**config.mk**
```make
export PLATFORM = sky130hd
export DESIGN_NAME = sha384_arbiter
export DESIGN_NICKNAME = d
export VERILOG_FILES = /design/src/rtl/sha384_arbiter.sv
export SDC_FILE = /design/constraint.sdc
export NUM_CORES = 1
export LEC_CHECK = 0
export ABC_CLOCK_PERIOD_IN_PS = 2300
export BUFFER_PORTS_ARGS = -buffer_cell sky130_fd_sc_hd__buf_4
export CAP_MARGIN = 5
export CORE_ASPECT_RATIO = 0.7
export CORE_MARGIN = 3
export CORE_UTILIZATION = 45
export DETAILED_ROUTE_END_ITERATION = 10
export PLACE_DENSITY = 0.81
export SETUP_SLACK_MARGIN = 0.2
export SLEW_MARGIN = 20
export SYNTH_ARGS = -nofsm -noshare
export SYNTH_HDL_FRONTEND = slang
export SYNTH_SLANG_ARGS = --single-unit
```
**constraint.sdc**
```tcl
create_clock -name clk -period 2.3 [get_ports clk]
set_input_delay 0.46 -clock clk [delete_from_list [all_inputs] [get_ports clk]]
set_output_delay 0.46 -clock clk [all_outputs]
set_load 0.005 [all_outputs]
```
**src/rtl/sha384_arbiter.sv**
```systemverilog
// Round-robin, message-granular arbiter feeding NREQ byte streams into one SHA-384 core,
// with message tagging and a one-cycle result demux back to the requesters.
module sha384_arbiter #(
  parameter int NREQ = 4,
  parameter int SEQW = 8
) (
  input  logic                clk,
  input  logic                rst,
  input  logic [NREQ-1:0]     s_tvalid,
  output logic [NREQ-1:0]     s_tready,
  input  logic [NREQ-1:0]     s_tlast,
  input  logic [8*NREQ-1:0]   s_tdata,
  input  logic                c_tready,
  output logic                c_tvalid,
  output logic                c_tlast,
  output logic [7:0]          c_tdata,
  output logic [31:0]         c_tid,
  input  logic                c_ovalid,
  input  logic [31:0]         c_oid,
  input  logic [60:0]         c_olen,
  output logic [NREQ-1:0]     done,
  output logic [SEQW-1:0]     done_seq,
  output logic [60:0]         done_len,
  output logic                busy
);

  localparam int GW = (NREQ > 1) ? $clog2(NREQ) : 1;

  typedef enum logic {ARB, XFER} state_t;

  state_t          state_q, state_d;
  logic [GW-1:0]   grant_q, grant_d;
  logic [GW-1:0]   last_q, last_d;
  logic [GW-1:0]   rr_pick;
  logic            rr_found;
  logic            seq_inc;
  logic [SEQW-1:0] seq_q [NREQ];

  logic [NREQ-1:0] done_q, done_d;
  logic [SEQW-1:0] done_seq_q, done_seq_d;
  logic [60:0]     done_len_q, done_len_d;

  logic            unused_oid;
  assign unused_oid = ^c_oid;

  // First valid requester searching upward from the one after the last grantee.
  always_comb begin
    rr_found = 1'b0;
    rr_pick  = last_q;
    for (int i = 1; i <= NREQ; i++) begin
      if (!rr_found && s_tvalid[(int'(last_q) + i) % NREQ]) begin
        rr_found = 1'b1;
        rr_pick  = GW'((int'(last_q) + i) % NREQ);
      end
    end
  end

  always_comb begin
    state_d  = state_q;
    grant_d  = grant_q;
    last_d   = last_q;
    seq_inc  = 1'b0;
    s_tready = '0;
    c_tvalid = 1'b0;
    c_tlast  = 1'b0;
    c_tdata  = '0;
    c_tid    = '0;
    case (state_q)
      ARB: begin
        if (rr_found) begin
          grant_d = rr_pick;
          state_d = XFER;
        end
      end
      XFER: begin
        // Stream outputs are forced quiet while reset is asserted.
        if (!rst) begin
          s_tready[grant_q] = c_tready;
          c_tvalid          = s_tvalid[grant_q];
          c_tlast           = s_tlast[grant_q];
          c_tdata           = s_tdata[{grant_q, 3'b000} +: 8];
          c_tid             = 32'({seq_q[grant_q], 8'(grant_q)});
        end
        if (s_tvalid[grant_q] && c_tready && s_tlast[grant_q]) begin
          seq_inc = 1'b1;
          last_d  = grant_q;
          state_d = ARB;
        end
      end
      default: state_d = ARB;
    endcase
  end

  always_comb begin
    done_seq_d = done_seq_q;
    done_len_d = done_len_q;
    done_d     = '0;
    for (int r = 0; r < NREQ; r++) begin
      done_d[r] = c_ovalid && (c_oid[7:0] == 8'(r));
    end
    if (c_ovalid) begin
      done_seq_d = c_oid[8 +: SEQW];
      done_len_d = c_olen;
    end
  end

  always_ff @(posedge clk) begin
    if (rst) begin
      state_q    <= ARB;
      grant_q    <= '0;
      last_q     <= GW'(NREQ - 1);
      for (int r = 0; r < NREQ; r++) seq_q[r] <= '0;
      done_q     <= '0;
      done_seq_q <= '0;
      done_len_q <= '0;
    end else begin
      state_q    <= state_d;
      grant_q    <= grant_d;
      last_q     <= last_d;
      if (seq_inc) seq_q[grant_q] <= seq_q[grant_q] + SEQW'(1);
      done_q     <= done_d;
      done_seq_q <= done_seq_d;
      done_len_q <= done_len_d;
    end
  end

  assign done     = done_q;
  assign done_seq = done_seq_q;
  assign done_len = done_len_q;
  assign busy     = (state_q == XFER);

endmodule

```
==> impl_metrics.py, run 1 <==
metrics = {
    "detailed_routing": {
        "avgViaCountPerCell": 4.97,
        "drc": 0,
        "routed_wl_um": 13700,
        "ant_nets": 0,
        "drt_iter0_drc": 213,
        "vias": 4119,
        "avgRoutedWirePerCell_um": 16.6,
        "drt-pass1-iter-count": 4,
    },
    "worst_setup_path": {
        "critPathBufInv": 2,
        "required_ns": 1.84,
        "critPathCaptureType": "output pin",
        "rr_startpoint": "grant_q[0]$_SDFFE_PP0P_",
        "worstPathMaxFanout": 4,
        "cp.depth": 4,
        "max_stage_delay_ns": 0.54,
        "critical_path_class": "flop to output pin",
        "cp_top_family": "multiplexers",
        "reg2reg_depth": 5,
        "reg2reg_slack_ns": 0.25,
        "cp_data_arrival_time_ns": 1.69,
        "path_cells": "buf_6, mux4_2, nor2b_1, buf_4",
        "cp-start-kind": "flop",
        "slowest_stage": "mux4_2",
    },
    "grt": {
        "grt_pass1_wl_um": 21800,
        "antenna_found_initial": 0,
        "grt_use_total": 0.223,
        "overflow": 0,
        "grt_max_degree": 72,
        "grt_pass1_vias": 4323,
    },
    "pwr": {
        "comb_power_share": 0.179,
        "p_sw_mw": 1.08,
        "vdd_drop_max_mv": 0.547,
        "p_leak_nw": 3.36,
        "power.internal_mw": 3.50,
        "swShare": 0.235,
        "p_per_area_nw_per_um2": 642,
        "seq_power_share": 0.479,
        "pwr-share-clk": 0.342,
    },
    "floorplan": {
        "rows": 31,
        "ios": 257,
        "dieArea_um2": 12300,
        "die_h_um": 93.9,
        "start_util": 0.470,
        "coreArea_um2": 10600,
        "fp.dieW_um": 132,
    },
    "cts": {
        "h-tree-depth": 3,
        "clockBufferDepth": 2,
        "cts.sinks": 112,
        "cts_root_buffer": "clkbuf_16",
        "cts_tree": "yes",
        "hold_buffers": 0,
        "clk_latency_ns": 0.34,
        "cts_made_buffers": 9,
        "clkTransAtPathRegs_ns": 0.07,
    },
    "timing": {
        "setup_tns_ns": 0,
        "fmax_mhz": 465,
        "tightest_slew_ns": 0.717,
        "whs_ns": 0.286,
        "period_share": 0.936,
        "hold_viol_final": 0,
        "finalSetupViolations": 0,
        "slew-limit-headroom": 0.522,
        "slew_viol_final": 0,
        "grt_setup_unrepaired": "yes",
        "period_needed_ns": 2.15,
        "finClkSkew_ns": 0.00383,
    },
    "synthesis": {
        "ys_types": 39,
        "ys_seq_area_frac": 0.516,
        "syn_area_um2": 4960,
        "syn_avg_cell_area_um2": 11.1,
        "syn_inst": 449,
        "ys_ff_latch": 112,
        "yosys_warnings": 0,
    },
    "flow_run": {
        "maxCapViolCount": 0,
    },
    "hold_path": {
        "holdCritStartpoint": "c_oid[1]",
        "whs_path_depth": 2,
        "hold_path_class": "primary input to flop",
    },
    "placed_design": {
        "port_buffers": 218,
        "dp_hpwl_um": 10200,
        "routabilityCongestion": 0.834,
    },
    "cells_and_area": {
        "fin_nets": 813,
        "final_common_cell": "buf_4",
        "drive_gt1_frac": 0.426,
        "fill_cells": 825,
        "num_antenna_cells": 0,
        "most-common-layout-cells": "235 x buf_4, 100 x nor2_1, 76 x dfxtp_1, 71 x mux2i_1, 32 x edfxtp_1",
        "areaGrowthSynthToFinish_pct": 43.8,
    },
    "run_status": {
        "run_status": "finished, final reports clean",
    },
}
metrics by stage:
stage | setup slack (ns) | cell area, um2 | utilization | power (mW) | cells
finish | 0.148 | 7140 | 0.676 | 4.58 | 828
global route | 0.0857 | 7140 | 0.676 | 4.79 | 828
CTS | 0.132 | 7100 | 0.673 | 4.60 | 828
detailed placement | 0.125 | 6690 | 0.634 | 3.00 | 801
global placement | 0.187 | 6690 | 0.634 | 2.97 | 801
floorplan | 0.314 | 5040 | - | 2.62 | 470
power groups by stage:
stage,clock network (mW),registers [mW],logic [mW]
2_1_floorplan,0,2.22,0.401
3_3_place_gp,0,2.23,0.746
3_5_place_dp,0,2.23,0.766
4_1_cts,1.60,2.19,0.811
5_1_grt,1.69,2.21,0.892
6_report,1.57,2.19,0.819
synth_stat cells:
library cell  count  share of area
inv_1             5         0.0038
nor3_1            5         0.0050
buf_2             6         0.0061
nand4_1           1         0.0013
buf_1             2         0.0015
nand3_1           6         0.0061
buf_4            23          0.035
conb_1            1        0.00076
and3_1            5         0.0063
a41o_1            1         0.0020
or3_4             2         0.0045
nand2b_1          8          0.010
and2_1            2         0.0025
and4_4            1         0.0023
mux4_2           15          0.068
dfxtp_1          80           0.32
o221ai_1          1         0.0018
mux4_1            3          0.016
nor2b_1          17          0.021
ha_1              1         0.0025
o21ai_0           4         0.0040
nor2_1          100          0.076
mux2i_1          71           0.14
mux2_2            1         0.0023
edfxtp_1         32           0.19
a21o_1            2         0.0030
a21oi_1          18          0.018
xor2_1            2         0.0035
a221oi_1          1         0.0018
nand2_1           4         0.0030
a211oi_1          1         0.0015
buf_6             2         0.0045
nand2_2           3         0.0038
clkbuf_1         16          0.012
nor4_1            3         0.0038
and3b_1           1         0.0018
nor3b_1           1         0.0015
xnor2_1           1         0.0018
nand3b_1          1         0.0015
per-layer routing:
| layer | wire length, um | vias up | global-route usage |
|---|---|---|---|
| li1 | - | 1966 | - |
| met1 | 5150 | 1939 | 0.248 |
| met2 | 6810 | 195 | 0.387 |
| met3 | 1570 | 19 | 0.102 |
| met4 | 206 | 0 | 0.0647 |
| met5 | 0 | - | 0 |
registers in the layout (all words and copies together) (netlist names), named ones only:
signal / cells
done_len: 61
seq_q: 32
done_seq: 8
done: 4
grant_q: 2
last_q: 2
busy: 1
worst register-to-register path: cells and delay by family (launching register included):
kind,cells,cell delay [ns]
simple gates,3,0.90
flops,1,0.37
mux,1,0.27
buf+inv,1,0.17
worst paths after layout:
kind,end
min reg2reg,done_len[54]$_SDFFE_PP0P_
max reg2reg,seq_q[1][5]$_SDFFCE_PN0P_
max,c_tid[11]
min,done[0]$_SDFF_PP0_
area by class of cell:
cell class | instances | area [um2] | area share
well taps | 148 | 185 | 0.0260
repair buffers | 243 | 1860 | 0.261
multi-input cells | 304 | 2200 | 0.308
inverters | 5 | 18.8 | 0.00263
clock buffers | 12 | 256 | 0.0359
clock inverters | 4 | 43.8 | 0.00614
flip-flops and latches | 112 | 2570 | 0.361
timing repair:
item / 4_1_cts / 5_1_grt
hold endpoints to repair: 0 / 0
buffers inserted: 10 / 0
resized for setup: 15 / 8
setup endpoints to repair: 16 / 29
cloned: 1 / 0
logic make-up (layout without fill, tap and decap cells):
group           Yosys count  after routing  share of synthesized area
fa+ha+maj                 1              1                    0.00252
simple gates            160            160                      0.151
xor+xnor                  3              3                    0.00530
compound gates           28             28                     0.0323
mux                      90             90                      0.229
flops                   112            112                      0.516
other cells               1             22                   0.000756
buf+inv                  54            264                     0.0628
Power figures use the tool's default switching activity.
==> run 2, diff against run 1 <==
--- a/config.mk
+++ b/config.mk
@@ -12,7 +12,7 @@
 export CORE_MARGIN = 3
 export CORE_UTILIZATION = 45
 export DETAILED_ROUTE_END_ITERATION = 10
-export PLACE_DENSITY = 0.81
+export PLACE_DENSITY = 0.8
 export SETUP_SLACK_MARGIN = 0.2
 export SLEW_MARGIN = 20
 export SYNTH_ARGS = -nofsm -noshare
==> impl_metrics.py, run 2 (same netlist as run 1, synthesis figures left out) <==
metrics = {
    "worst_setup_path": {
        "critPathCaptureType": "output pin",
        "cp-start-kind": "flop",
        "required_ns": 1.84,
        "path_cells": "buf_8, mux4_2, nor2b_4, buf_6",
        "critical_path_class": "flop to output pin",
        "slowest_stage": "mux4_2",
        "timing.rr.end": "seq_q[1][4]$_SDFFCE_PN0P_",
        "max_stage_delay_ns": 0.56,
        "worstPathMaxFanout": 6,
        "reg2reg_depth": 6,
        "endpoint": "c_tid[12]",
        "reg2reg_slack_ns": 0.27,
        "cp.depth": 4,
        "cp_top_family": "multiplexers",
        "critPathBufInv": 2,
        "cp_data_arrival_time_ns": 1.69,
    },
    "floorplan": {
        "die_h_um": 93.9,
        "dieArea_um2": 12300,
        "start_util": 0.470,
        "fp.dieW_um": 132,
        "ios": 257,
        "coreArea_um2": 10600,
        "rows": 31,
    },
    "detailed_routing": {
        "avgRoutedWirePerCell_um": 16.6,
        "vias": 4175,
        "drt-pass1-iter-count": 4,
        "routed_wl_um": 13900,
        "drc": 0,
        "ant_nets": 0,
        "avgViaCountPerCell": 5.01,
        "drt_iter0_drc": 168,
    },
    "cells_and_area": {
        "regArea_um2": 2570,
        "drive_gt1_frac": 0.446,
        "fin_area_um2": 7250,
        "num_antenna_cells": 0,
        "largest_reg_flops": 61,
        "multi_input_area_um2": 2240,
        "fin_nets": 819,
        "areaGrowthSynthToFinish_pct": 46.0,
        "fill_cells": 796,
        "final_common_cell": "buf_4",
        "most-common-layout-cells": "237 x buf_4, 99 x nor2_1, 76 x dfxtp_1, 71 x mux2i_1, 32 x edfxtp_1",
    },
    "hold_path": {
        "hold_path_class": "primary input to flop",
        "holdCritStartpoint": "c_oid[1]",
    },
    "grt": {
        "overflow": 0,
        "grt-busiest-layer": "met2",
        "grt_max_degree": 50,
        "grt_pass1_wl_um": 21900,
        "use_met3": 0.0878,
        "grt_pass1_vias": 4362,
        "antenna_found_initial": 0,
        "grt_use_total": 0.221,
        "met1_usage": 0.247,
        "use_met2": 0.393,
    },
    "cts": {
        "cts_tree": "yes",
        "clockBufferDepth": 2,
        "clk_latency_ns": 0.34,
        "hold_buffers": 0,
        "h-tree-depth": 3,
        "cts_made_buffers": 9,
        "cts_root_buffer": "clkbuf_16",
        "clkTransAtPathRegs_ns": 0.07,
        "cts.sinks": 112,
    },
    "timing": {
        "finalSetupViolations": 0,
        "finClkSkew_ns": 0.00441,
        "hold_viol_final": 0,
        "grt_setup_unrepaired": "yes",
        "period_share": 0.933,
        "period_needed_ns": 2.15,
        "fmax_mhz": 466,
        "tightest_slew_ns": 0.508,
        "slew-limit-headroom": 0.661,
        "slew_viol_final": 0,
        "setup_tns_ns": 0,
    },
    "pwr": {
        "p_per_area_nw_per_um2": 622,
        "vdd_drop_max_mv": 0.442,
        "p_leak_nw": 3.40,
    },
    "flow_run": {
        "maxCapViolCount": 0,
    },
    "placed_design": {
        "dp_hpwl_um": 10500,
        "port_buffers": 218,
        "place_area_um2": 6700,
        "routabilityCongestion": 0.843,
    },
    "run_status": {
        "run_status": "finished, final reports clean",
    },
}
-- run 2: final cells by class --
cell class | instances | area share
Clock inverter | 3 | 0.00242
Sequential cell | 112 | 0.355
Inverter | 5 | 0.00311
Multi-Input combinational cell | 304 | 0.309
Timing Repair Buffer | 249 | 0.269
Tap cell | 148 | 0.0256
Clock buffer | 13 | 0.0361
-- run 2: worst min path at each step --
stage                                            to  cells after the start
after floorplan           done_len[33]$_SDFFE_PP0P_                      2
after global placement    done_len[42]$_SDFFE_PP0P_                      2
after detailed placement  done_len[51]$_SDFFE_PP0P_                      2
after CTS                        done[0]$_SDFF_PP0_                      2
after global routing             done[0]$_SDFF_PP0_                      2
final                            done[0]$_SDFF_PP0_                      2
-- run 2: timing repair --
| action | in CTS | in global routing |
|---|---|---|
| setup buffers | 13 | 2 |
| gates cloned | 1 | 0 |
| pin swaps | 0 | 1 |
| endpoints found under the setup margin | 17 | 53 |
| resized for setup | 17 | 25 |
-- run 2: routing by layer --
metal | share of wire | vias up
li1 | - | 1978
met1 | 0.38 | 1979
met2 | 0.49 | 196
met3 | 0.10 | 22
met4 | 0.020 | 0
met5 | 0 | -
-- run 2: through the flow --
stage | hold WS (ns) | instances | util | power (mW) | setup WS, ns
2_1_floorplan | 0.485 | 470 | - | 2.62 | 0.314
3_3_place_gp | 0.474 | 802 | 0.635 | 2.97 | 0.199
3_5_place_dp | 0.486 | 802 | 0.635 | 3.00 | 0.103
4_1_cts | 0.275 | 832 | 0.676 | 4.52 | 0.119
5_1_grt | 0.280 | 834 | 0.687 | 4.71 | 0.103
6_report | 0.299 | 834 | 0.687 | 4.50 | 0.154
-- run 2: report_power, final --
group,internal [mW],switching [mW],leakage (nW),total [mW]
logic,0.501,0.356,2.27,0.857
registers,2.13,0.0648,0.988,2.20
clock network,0.796,0.655,0.144,1.45
total,3.43,1.08,3.40,4.50
==> run 3, diff against run 2 <==
--- a/config.mk
+++ b/config.mk
@@ -7,13 +7,12 @@
 export LEC_CHECK = 0
 export ABC_CLOCK_PERIOD_IN_PS = 2300
 export BUFFER_PORTS_ARGS = -buffer_cell sky130_fd_sc_hd__buf_4
-export CAP_MARGIN = 5
+export CAP_MARGIN = 30
 export CORE_ASPECT_RATIO = 0.7
 export CORE_MARGIN = 3
 export CORE_UTILIZATION = 45
 export DETAILED_ROUTE_END_ITERATION = 10
 export PLACE_DENSITY = 0.8
-export SETUP_SLACK_MARGIN = 0.2
 export SLEW_MARGIN = 20
 export SYNTH_ARGS = -nofsm -noshare
 export SYNTH_HDL_FRONTEND = slang
==> impl_metrics.py, run 3 (same netlist as run 1, synthesis figures left out) <==
metrics = {
    "floorplan": {
        "rows": 31,
        "fp.dieW_um": 132,
        "start_util": 0.470,
        "ios": 257,
        "die_h_um": 93.9,
        "dieArea_um2": 12300,
        "coreArea_um2": 10600,
    },
    "hold_path": {
        "min_to": "done[0]$_SDFF_PP0_",
        "holdCritStartpoint": "c_oid[1]",
        "whs_path_depth": 2,
        "hold_path_class": "primary input to flop",
    },
    "worst_setup_path": {
        "required_ns": 1.84,
        "critPathCaptureType": "output pin",
        "cp-start-kind": "flop",
        "worstPathMaxFanout": 7,
        "rr_startpoint": "grant_q[1]$_SDFFE_PP0P_",
        "slowest_stage": "mux4_1",
        "path_cells": "buf_8, mux4_1, nor2b_1, buf_4",
        "critPathBufInv": 2,
        "reg2reg_depth": 4,
        "reg2reg_slack_ns": 0.27,
        "timing.rr.end": "seq_q[2][6]$_SDFFCE_PN0P_",
        "cp_data_arrival_time_ns": 1.77,
        "cp_top_family": "multiplexers",
        "max_stage_delay_ns": 0.59,
        "critical_path_class": "flop to output pin",
    },
    "pwr": {
        "vdd_drop_max_mv": 0.441,
        "p_per_area_nw_per_um2": 631,
        "p_leak_nw": 3.30,
    },
    "timing": {
        "fmax_mhz": 449,
        "slew_viol_final": 0,
        "slew-limit-headroom": 0.540,
        "grt_setup_unrepaired": "no",
        "period_share": 0.968,
        "setup_tns_ns": 0,
        "period_needed_ns": 2.23,
        "whs_ns": 0.297,
        "hold_viol_final": 0,
        "tightest_slew_ns": 0.690,
        "finalSetupViolations": 0,
        "finClkSkew_ns": 0.00422,
        "fin_ws_ns": 0.0726,
    },
    "grt": {
        "grt_pass1_wl_um": 21600,
        "grt_use_total": 0.218,
        "antenna_found_initial": 0,
        "grt_max_degree": 50,
        "grt_pass1_vias": 4312,
        "overflow": 0,
    },
    "cts": {
        "cts.sinks": 112,
        "h-tree-depth": 3,
        "cts_root_buffer": "clkbuf_16",
        "clockBufferDepth": 2,
        "hold_buffers": 0,
        "cts_made_buffers": 9,
        "clkTransAtPathRegs_ns": 0.07,
        "clk_latency_ns": 0.34,
        "cts_tree": "yes",
    },
    "run_status": {
        "run_status": "finished, final reports clean",
    },
    "cells_and_area": {
        "most-common-layout-cells": "233 x buf_4, 100 x nor2_1, 77 x dfxtp_1, 71 x mux2i_1, 32 x edfxtp_1",
        "largest_reg_flops": 61,
        "multi_input_area_um2": 2160,
        "fill_cells": 835,
        "finish.utilization": 0.665,
        "drive_gt1_frac": 0.410,
        "areaGrowthSynthToFinish_pct": 41.4,
        "regArea_um2": 2570,
        "final_common_cell": "buf_4",
        "fin_nets": 806,
        "fin_area_um2": 7010,
        "num_antenna_cells": 0,
    },
    "flow_run": {
        "maxCapViolCount": 0,
    },
    "placed_design": {
        "pre_cts_ws_ns": 0.103,
        "dp_hpwl_um": 10500,
        "place_area_um2": 6700,
        "routabilityCongestion": 0.843,
        "port_buffers": 218,
    },
    "detailed_routing": {
        "routed_wl_um": 13500,
        "avgViaCountPerCell": 4.98,
        "avgRoutedWirePerCell_um": 16.5,
        "drt_iter0_drc": 161,
        "ant_nets": 0,
        "drt-pass1-iter-count": 4,
        "vias": 4088,
        "drc": 0,
    },
}
run 3: changes by cell type in the layout (fill, tap and decap cells not counted), sizes merged:
cell,previous run,this run
buf,249,236
inv,5,6
clkinvlp,1,0
run 3: what timing repair did:
item | CTS | global route
endpoints found under the setup margin | 8 | 9
resized for setup | 3 | 6
buffers inserted | 3 | 0
run 3: cell type report:
type                    count  area share
clock buffers              13      0.0373
flip-flops and latches    112       0.366
multi-input cells         304       0.308
inverters                   5     0.00268
well taps                 148      0.0264
repair buffers            236       0.257
clock inverters             3     0.00250
run 3: how the worst max path moves through the flow:
stage,end,start,depth (start not counted)
2_1_floorplan,seq_q[0][4]$_SDFFCE_PN0P_,flop,7
3_3_place_gp,seq_q[2][5]$_SDFFCE_PN0P_,s_tvalid[3],5
3_5_place_dp,seq_q[2][5]$_SDFFCE_PN0P_,s_tvalid[3],5
4_1_cts,c_tdata[1],grant_q[0]$_SDFFE_PP0P_,4
5_1_grt,c_tid[13],flop,4
6_report,c_tid[15],flop,4
run 3: routing by layer:
| metal | GRT usage | share of wire | vias to the layer above |
|---|---|---|---|
| li1 | - | - | 1952 |
| met5 | 0 | 0 | - |
| met1 | 0.243 | 0.39 | 1941 |
| met4 | 0.0612 | 0.014 | 0 |
| met2 | 0.390 | 0.49 | 179 |
| met3 | 0.0873 | 0.10 | 16 |
run 3: metrics by stage:
stage | std cells | total power [mW]
floorplan | 470 | 2.62
global placement | 802 | 2.97
detailed placement | 802 | 3.00
CTS | 821 | 4.47
global route | 821 | 4.63
finish | 821 | 4.42
run 3: report_power, final:
part	leakage, nW	total [mW]	switching, mW	internal (mW)
clock network	0.144	1.45	0.654	0.796
logic	2.17	0.779	0.335	0.445
registers	0.987	2.19	0.0617	2.13
